### config.mk
export PLATFORM = sky130hd
export DESIGN_NAME = supply_valve_controller
export DESIGN_NICKNAME = d
export VERILOG_FILES = /design/src/rtl/irrigation_pkg.sv /design/src/rtl/tick_counter.sv /design/src/rtl/supply_valve_controller.sv
export SDC_FILE = /design/constraint.sdc
export NUM_CORES = 1
export LEC_CHECK = 0
export ABC_AREA = 1
export BUFFER_PORTS_ARGS = -buffer_cell sky130_fd_sc_hd__buf_2
export CAP_MARGIN = 30
export CORE_UTILIZATION = 58
export DETAILED_ROUTE_END_ITERATION = 8
export PLACE_DENSITY_LB_ADDON = 0.1
export SLEW_MARGIN = 5
export SYNTH_ARGS = -nofsm -noshare
export SYNTH_HDL_FRONTEND = slang
export SYNTH_HIERARCHICAL = 1
export SYNTH_SLANG_ARGS = --single-unit
### constraint.sdc
create_clock -name clock_i -period 1.9 [get_ports clock_i]
set_input_delay 0.095 -clock clock_i [delete_from_list [all_inputs] [get_ports clock_i]]
set_output_delay 0.095 -clock clock_i [all_outputs]
set_load 0.005 [all_outputs]
### src/rtl/irrigation_pkg.sv
// Shared irrigation definitions: controller state encoding and default level/timing thresholds.
// Used by the supply valve controller and the level-tracking stage.
package irrigation_pkg;

    typedef enum logic [1:0] {
        StIdle    = 2'b00,
        StFilling = 2'b01,
        StHold    = 2'b10,
        StFault   = 2'b11
    } valve_state_e;

    localparam int unsigned LevelWidth = 3;
    localparam int unsigned CountWidth = 5;

    localparam logic [LevelWidth-1:0] LowLevelDefault    = 3'd2;
    localparam logic [LevelWidth-1:0] HighLevelDefault   = 3'd7;
    localparam logic [CountWidth-1:0] FillTimeoutDefault = 5'd16;
    localparam logic [CountWidth-1:0] MinOffDefault      = 5'd4;

endpackage

### src/rtl/tick_counter.sv
// Tick-enabled up-counter with synchronous clear and saturation at a limit.
// Clear takes precedence over a coincident tick.
module tick_counter #(
    parameter int unsigned Width = 5
) (
    input  logic             clk_i,
    input  logic             clear_i,
    input  logic             tick_i,
    input  logic [Width-1:0] limit_i,
    output logic [Width-1:0] count_o
);

    logic [Width-1:0] count_d, count_q;

    always_comb begin
        count_d = count_q;
        if (clear_i) begin
            count_d = '0;
        end else if (tick_i && (count_q < limit_i)) begin
            count_d = count_q + Width'(1);
        end
    end

    always_ff @(posedge clk_i) begin
        count_q <= count_d;
    end

    assign count_o = count_q;

endmodule

### src/rtl/supply_valve_controller.sv
// Refill controller for the irrigation supply tank: opens the valve on low level, closes on high
// level, enforces a minimum off time after a fill and latches a dry-supply fault on no progress.
module supply_valve_controller
    import irrigation_pkg::*;
#(
    parameter logic [LevelWidth-1:0] LOW_LEVEL    = LowLevelDefault,
    parameter logic [LevelWidth-1:0] HIGH_LEVEL   = HighLevelDefault,
    parameter logic [CountWidth-1:0] FILL_TIMEOUT = FillTimeoutDefault,
    parameter logic [CountWidth-1:0] MIN_OFF      = MinOffDefault
) (
    input  logic                  clock_i,
    input  logic                  reset_i,
    input  logic [LevelWidth-1:0] level_i,
    input  logic                  enable_i,
    input  logic                  tick_i,
    input  logic                  clear_alarm_i,
    output logic                  valve_open_o,
    output logic                  alarm_o,
    output logic [1:0]            state_o
);

    valve_state_e          state_d, state_q;
    logic                  valve_open_q;
    logic                  alarm_q;
    logic [LevelWidth-1:0] prev_level_q;
    logic [CountWidth-1:0] wd_count;
    logic [CountWidth-1:0] off_count;
    logic                  level_rise;
    logic                  wd_clear;
    logic                  off_clear;

    assign level_rise = level_i > prev_level_q;

    // Watchdog only runs while filling; any rise in level restarts it, even on a tick cycle.
    assign wd_clear  = reset_i || (state_q != StFilling) || level_rise;
    assign off_clear = reset_i || (state_q != StHold);

    tick_counter #(
        .Width (CountWidth)
    ) u_watchdog (
        .clk_i   (clock_i),
        .clear_i (wd_clear),
        .tick_i  (tick_i && (state_q == StFilling)),
        .limit_i (FILL_TIMEOUT),
        .count_o (wd_count)
    );

    tick_counter #(
        .Width (CountWidth)
    ) u_off_timer (
        .clk_i   (clock_i),
        .clear_i (off_clear),
        .tick_i  (tick_i && (state_q == StHold)),
        .limit_i (MIN_OFF),
        .count_o (off_count)
    );

    always_comb begin
        state_d = state_q;
        unique case (state_q)
            StIdle: begin
                if (enable_i && (level_i <= LOW_LEVEL)) state_d = StFilling;
            end
            StFilling: begin
                if (level_i >= HIGH_LEVEL)          state_d = StHold;
                else if (!enable_i)                 state_d = StIdle;
                else if (wd_count == FILL_TIMEOUT)  state_d = StFault;
            end
            StHold: begin
                if (off_count == MIN_OFF) state_d = StIdle;
            end
            StFault: begin
                if (clear_alarm_i) state_d = StIdle;
            end
        endcase
    end

    always_ff @(posedge clock_i) begin
        if (reset_i) begin
            state_q      <= StIdle;
            valve_open_q <= 1'b0;
            alarm_q      <= 1'b0;
            prev_level_q <= '0;
        end else begin
            state_q      <= state_d;
            valve_open_q <= (state_d == StFilling);
            alarm_q      <= (state_d == StFault);
            prev_level_q <= level_i;
        end
    end

    assign valve_open_o = valve_open_q;
    assign alarm_o      = alarm_q;
    assign state_o      = state_q;

endmodule

==> metrics, run 1 <==
Net Sw Frac 0.262; Synth area leaders dfxtp_1 26%, nand2_1 15%, inv_1 15%; Placeable Area 2040 um2; die width 49.5 um; Final min period roughly 1600 ps; DRC Markers 0; setup violators final 0; WL/cell 9.08 um; # resized after CTS 0; synth-to-layout area growth 11.9%; Leak Pwr about 0.00073 uW; cell area after synthesis between 1000 and 1500 um2; non-filler cells, final 264; busiest grt layer met2; relative slew slack 0.585; Bufs on Longest Clock Path 2; Yosys cell types 18; # fillers 185; crit start category register; PortBufs 11; initial antenna violation count 0; Logic pwr share 0.119; RD Place Congestion 0.858; yosys synthesis warning count 6; cts bufs inserted 3; Syn Inst Count 213; Worst path depth 8; drt first pass iters 4; Die H 49.5 um; HPWL Detailed 1.95 mm; placed cells about 260; CP max stage delay 520 ps; vias in the first global route ~1200; crit-path max FO 6; Worst-Margin Slew between 600 and 700 ps; Crit-path slowest cell nor3_1; total die area 2450 um2; Final Max Tran Viols 0; routed vias/inst 4.68; power share of the clock group 0.308; ANT cells 0; Yosys top cell by area dfxtp_1; Total Wirelength roughly 2.4 mm; worst reg2reg path depth 8; CTS tree built; crit-path cells inv_2 -> nor3_1 -> nand2_1 -> nor2_2 -> nand4_1 -> nand2_1 -> inv_1 -> nor2_1; routed vias 1236; period utilization 0.838; cell family with most CP delay simple AND/OR/NAND/NOR gates; GRT overflow 0; pwr dens 433 nW/um2; GRT Util Overall 0.227; met1 Use GR 0.269; clk slew on worst S/H paths 100 ps; cell mode on critical path nand2_1; Hold WC Path Type input port to register; Syn Area/Cell about 6.2 um2; CP arrival 1830 ps; status completed; post-synthesis sequential area ratio 0.260; top-area cell type share of the netlist area 0.260; peak supply drop 0.586 mV; H-tree depth 1; IO Pins 12; final hold violation count 0; initial core utilization 0.642; max_cap viols 0; Reg power frac 0.573; met2 usage 0.403; Internal between 400 and 500 uW; largest net degree at the start of global routing 11; Setup Crit Path Kind register to register; initial DRC count 23; remaining antenna violation count 0; P_sw 167 uW; Clock Skews 1.36 ps; RSZ-0062 raised after global routing false; worst path bufs/invs 2; clk_lat worst skew 290 ps; nets 259; TNS Setup 0 ps; first-pass GRT wire length between 4 and 5 mm; post-CTS setup buffer count 0; crit path capture type register; met3 Use GR 0.0586; hold-critical path depth 3; Worst EP required 2140 ps; std cell rows 16; clk sinks 17; proportion of layout cells with a drive suffix above 1 0.160; #FFs+latches synth 17; Root Buffer clkbuf_4; Fmax 628 MHz
routing by layer:
layer  vias up  share of wire
met4         0         0.0033
met3         2          0.028
met1       525           0.48
met5         -              0
met2        20           0.49
li1        689              -
cells by family after synthesis:
logic type,after synthesis,share of synthesized area
buffers and inverters,60,0.172
AOI/OAI and AO/OA,8,0.0420
and+or+nand+nor,113,0.397
other,2,0.00573
DFF,17,0.260
adders and majority gates,13,0.124
final timing paths:
kind | slack (ps) | from | end
max | 310 | state_o[1]$_SDFF_PP0_ | u_off_timer/count_o[3]$_SDFFE_PP0P_
min | 50 | level_i[1] | prev_level_q[1]$_SDFF_PP0_
max reg2reg | 310 | state_o[1]$_SDFF_PP0_ | u_off_timer/count_o[3]$_SDFFE_PP0P_
min reg2reg | 570 | u_watchdog/count_o[4]$_SDFFE_PP0P_ | u_watchdog/count_o[4]$_SDFFE_PP0P_
synth_stat cells:
master	count
nor2_1	21
inv_2	4
a21oi_2	3
nand2_1	54
nor3_1	1
o21ai_2	1
nor2_2	7
nand3_1	3
nand4_1	19
conb_1	2
o21ai_0	1
ha_1	13
dfxtp_1	17
nand2_2	7
nand4_2	1
a21oi_1	3
clkinv_1	3
inv_1	53
tightest hold or removal path: stages:
cell    delay, ps
buf_2         130
inv_1          50
nor2_1         30
stage by stage:
stage                     instance area (um2)  hold WS [ps]  power (uW)  utilization  setup slack (ps)
final                                    1470          51.0         636        0.719               307
after global routing                     1470          42.6         671        0.719              87.8
after CTS                                1470          34.0         646        0.719               345
after detailed placement                 1430           320         446        0.700               373
after global placement                   1430           320         443        0.700               475
after floorplan                          1340           162         423            -               537
placed cells by master (no fill, tap or decap), types with 4 or more instances in the layout:
| cell | n |
|---|---|
| inv_2 | 4 |
| nand2_1 | 54 |
| nor2_1 | 21 |
| nand4_1 | 19 |
| dfxtp_1 | 17 |
| nor2_2 | 7 |
| ha_1 | 13 |
| nand2_2 | 7 |
| conb_1 | 10 |
| inv_1 | 53 |
| buf_2 | 11 |
area by class of cell:
class,instances,area [um2],share of cell area
Inverter,60,225,0.153
Clock buffer,3,22.5,0.0153
Timing Repair Buffer,12,65.1,0.0443
Sequential cell,17,340,0.232
Tap cell,27,33.8,0.0230
Multi-Input combinational cell,144,776,0.529
Clock inverter,1,5.00,0.00341
power by group through the flow:
| stage | registers [uW] | clock network (uW) | logic [uW] |
|---|---|---|---|
| after floorplan | 372 | 0 | 50.4 |
| after global placement | 372 | 0 | 70.1 |
| after detailed placement | 373 | 0 | 73.4 |
| after CTS | 365 | 206 | 75.1 |
| after global routing | 365 | 216 | 89.5 |
| final | 364 | 196 | 75.6 |
sequential cells by signal, indices dropped and copies added (netlist names):
register             count
prev_level_q             3
valve_open_o             1
state_o                  2
alarm_o                  1
u_off_timer/count_o      5
u_watchdog/count_o       5
what timing repair did:
item | in CTS | in global routing
hold buffers | 1 | 0
endpoints found under the setup margin | 0 | 0
endpoints found under the hold margin | 1 | 0
(Power assumes the default switching activity.)
==> inputs of run 2 (changes only) <==
- CORE_UTILIZATION: 58 -> 53
- clock period: 1.9 -> 1.4 ns (I/O delays scaled with it)
==> run 2 against run 1 <==
  * Die area rose by 9.1%
  * Wire length rose by 16%
  * Non-clock buffer count up 9
  * Sequential power up 36%
  * Fmax rose by 18%
  * Sequential cell count unchanged
  * Critical path depth fell by 1
  * Total power increased by 39%
  * Critical path type unchanged
  * Highest routed layer unchanged
==> metrics, run 2 (synthesized netlist as in run 1, its figures left out) <==
remaining antenna violation count 0 (unchanged); status completed; Pwr Total 885 uW (+39%); setup violators final 0 (unchanged); CTS tree built; clk sinks 17 (unchanged); Fmax 742 MHz (+18%); busiest grt layer met2; met2 usage 0.450 (+0.0471); ANT cells 0 (unchanged); PortBufs 11 (unchanged); flop2flop setup slack 50 ps (-260 ps); CP arrival 1540 ps (-290 ps); cts bufs inserted 3 (unchanged); cell mode on critical path nand2_1; Final Core Density 0.717 (-0.00132); WL/cell 10.0 um (+11%); Total Wirelength 2.77 mm (+16%); DRC Markers 0 (unchanged); crit-path max FO 5 (-1); period utilization 0.963 (+0.125); initial core utilization 0.576 (-0.0660); Leak Pwr 0.000782 uW (+7.3%); IO Pins 12 (unchanged); Bufs on Longest Clock Path 2 (unchanged); clk slew on worst S/H paths 100 ps (about the same); most frequent cells in the layout 50 x inv_1, 46 x nand2_1, 19 x nand4_1, 18 x nor2_1, 17 x nand2_2; HPWL Detailed 2.12 mm (+9.2%); clk_lat worst skew 290 ps (about the same); routed vias/inst 4.85 (+3.6%); initial DRC count 24 (+4.3%); met3 Use GR 0.0439 (-0.0148); initial antenna violation count 0 (unchanged); commonest non-fill, non-tap cell in the layout inv_1; routed vias 1339 (+8.3%); cell family with most CP delay simple AND/OR/NAND/NOR gates; synth-to-layout area growth 24.5%; std cell rows 17 (+1); proportion of layout cells with a drive suffix above 1 0.294 (+0.134); crit start category register; pwr dens 542 nW/um2 (+25%); max_cap viols 0 (unchanged); peak supply drop 0.627 mV (+7.0%); worst path bufs/invs 0 (-2); crit path capture type register; RD Place Congestion 0.833 (-2.9%); crit-path cells ha_1 -> nand2_1 -> nand2_1 -> a21oi_4 -> nand4_1 -> nand2_2 -> nor2_1; post-CTS setup buffer count 0 (unchanged); CP max stage delay 350 ps (-170 ps); Die H 51.7 um (+4.4%); Final min period 1350 ps (-244 ps); first-pass GRT wire length 4.54 mm (+2.7%); drt first pass iters 4 (unchanged); Clock Skews 9.11 ps (+7.75 ps); RSZ-0062 raised after global routing true; die width 51.7 um (+4.4%); met1 Use GR 0.231 (-0.0380); total die area 2680 um2 (+9.1%); H-tree depth 1 (unchanged); Worst EP required 1590 ps (-550 ps); GRT overflow 0 (unchanged); nets 270 (+4.2%); GRT Util Overall 0.222 (-0.00486); Root Buffer clkbuf_4; Crit-path slowest cell dfxtp_2; Hold WC Path Type input port to register; Setup Crit Path Kind register to register; largest net degree at the start of global routing 10 (-1); final hold violation count 0 (unchanged); Final Max Tran Viols 0 (unchanged); Placeable Area 2280 um2 (+11%); vias in the first global route 1163 (+0.95%)
==> run 2: final timing paths <==
check	from	endpoint	cells after the start
max	u_watchdog/count_o[2]$_SDFFE_PP0P_	u_watchdog/count_o[4]$_SDFFE_PP0P_	7
min	level_i[1]	prev_level_q[1]$_SDFF_PP0_	3
max reg2reg	u_watchdog/count_o[2]$_SDFFE_PP0P_	u_watchdog/count_o[4]$_SDFFE_PP0P_	7
min reg2reg	u_off_timer/count_o[1]$_SDFFE_PP0P_	u_off_timer/count_o[1]$_SDFFE_PP0P_	4
==> run 2: final cells by class <==
class                      count  area [um2]
inverter                      60         225
tap                           28        35.0
fill                         199         643
sequential                    17         349
clock buffer                   4        26.3
multi-input combinational    146         865
timing repair buffer          21         133
==> run 2: per-layer routing <==
| metal | vias up | wire length (um) |
|---|---|---|
| met3 | 2 | 76 |
| li1 | 716 | - |
| met5 | - | 0 |
| met4 | 0 | 14 |
| met1 | 598 | 1220 |
| met2 | 23 | 1460 |
==> run 2: power by group <==
group	internal, uW	switching, uW
combinational	51.1	73.6
sequential	491	4.59
clock	111	154
==> run 2: metrics by stage <==
step	hold WS (ps)	TNS, ps	std cells	setup WS (ps)	instance area [um2]
after detailed placement	320	0	269	16.5	1500
after global routing	53.7	-61.6	276	-28.7	1630
after CTS	10.4	0	274	31.7	1540
after floorplan	137	0	221	37.1	1340
after global placement	306	0	269	30.0	1500
final	32.1	0	276	51.8	1630
==> run 2: worst reg2reg max path: cells and delay by family, from the launching register on <==
kind | cells | cell delay [ps]
simple gates | 5 | 440
flops | 1 | 350
compound gates | 1 | 230
fa+ha+maj | 1 | 230
==> run 2: timing repair <==
action | in CTS | in global routing
pin swaps | 0 | 9
hold endpoints to repair | 1 | 0
cloned | 0 | 2
hold buffers | 1 | 0
gates resized for setup | 1 | 29
endpoints found under the setup margin | 2 | 10
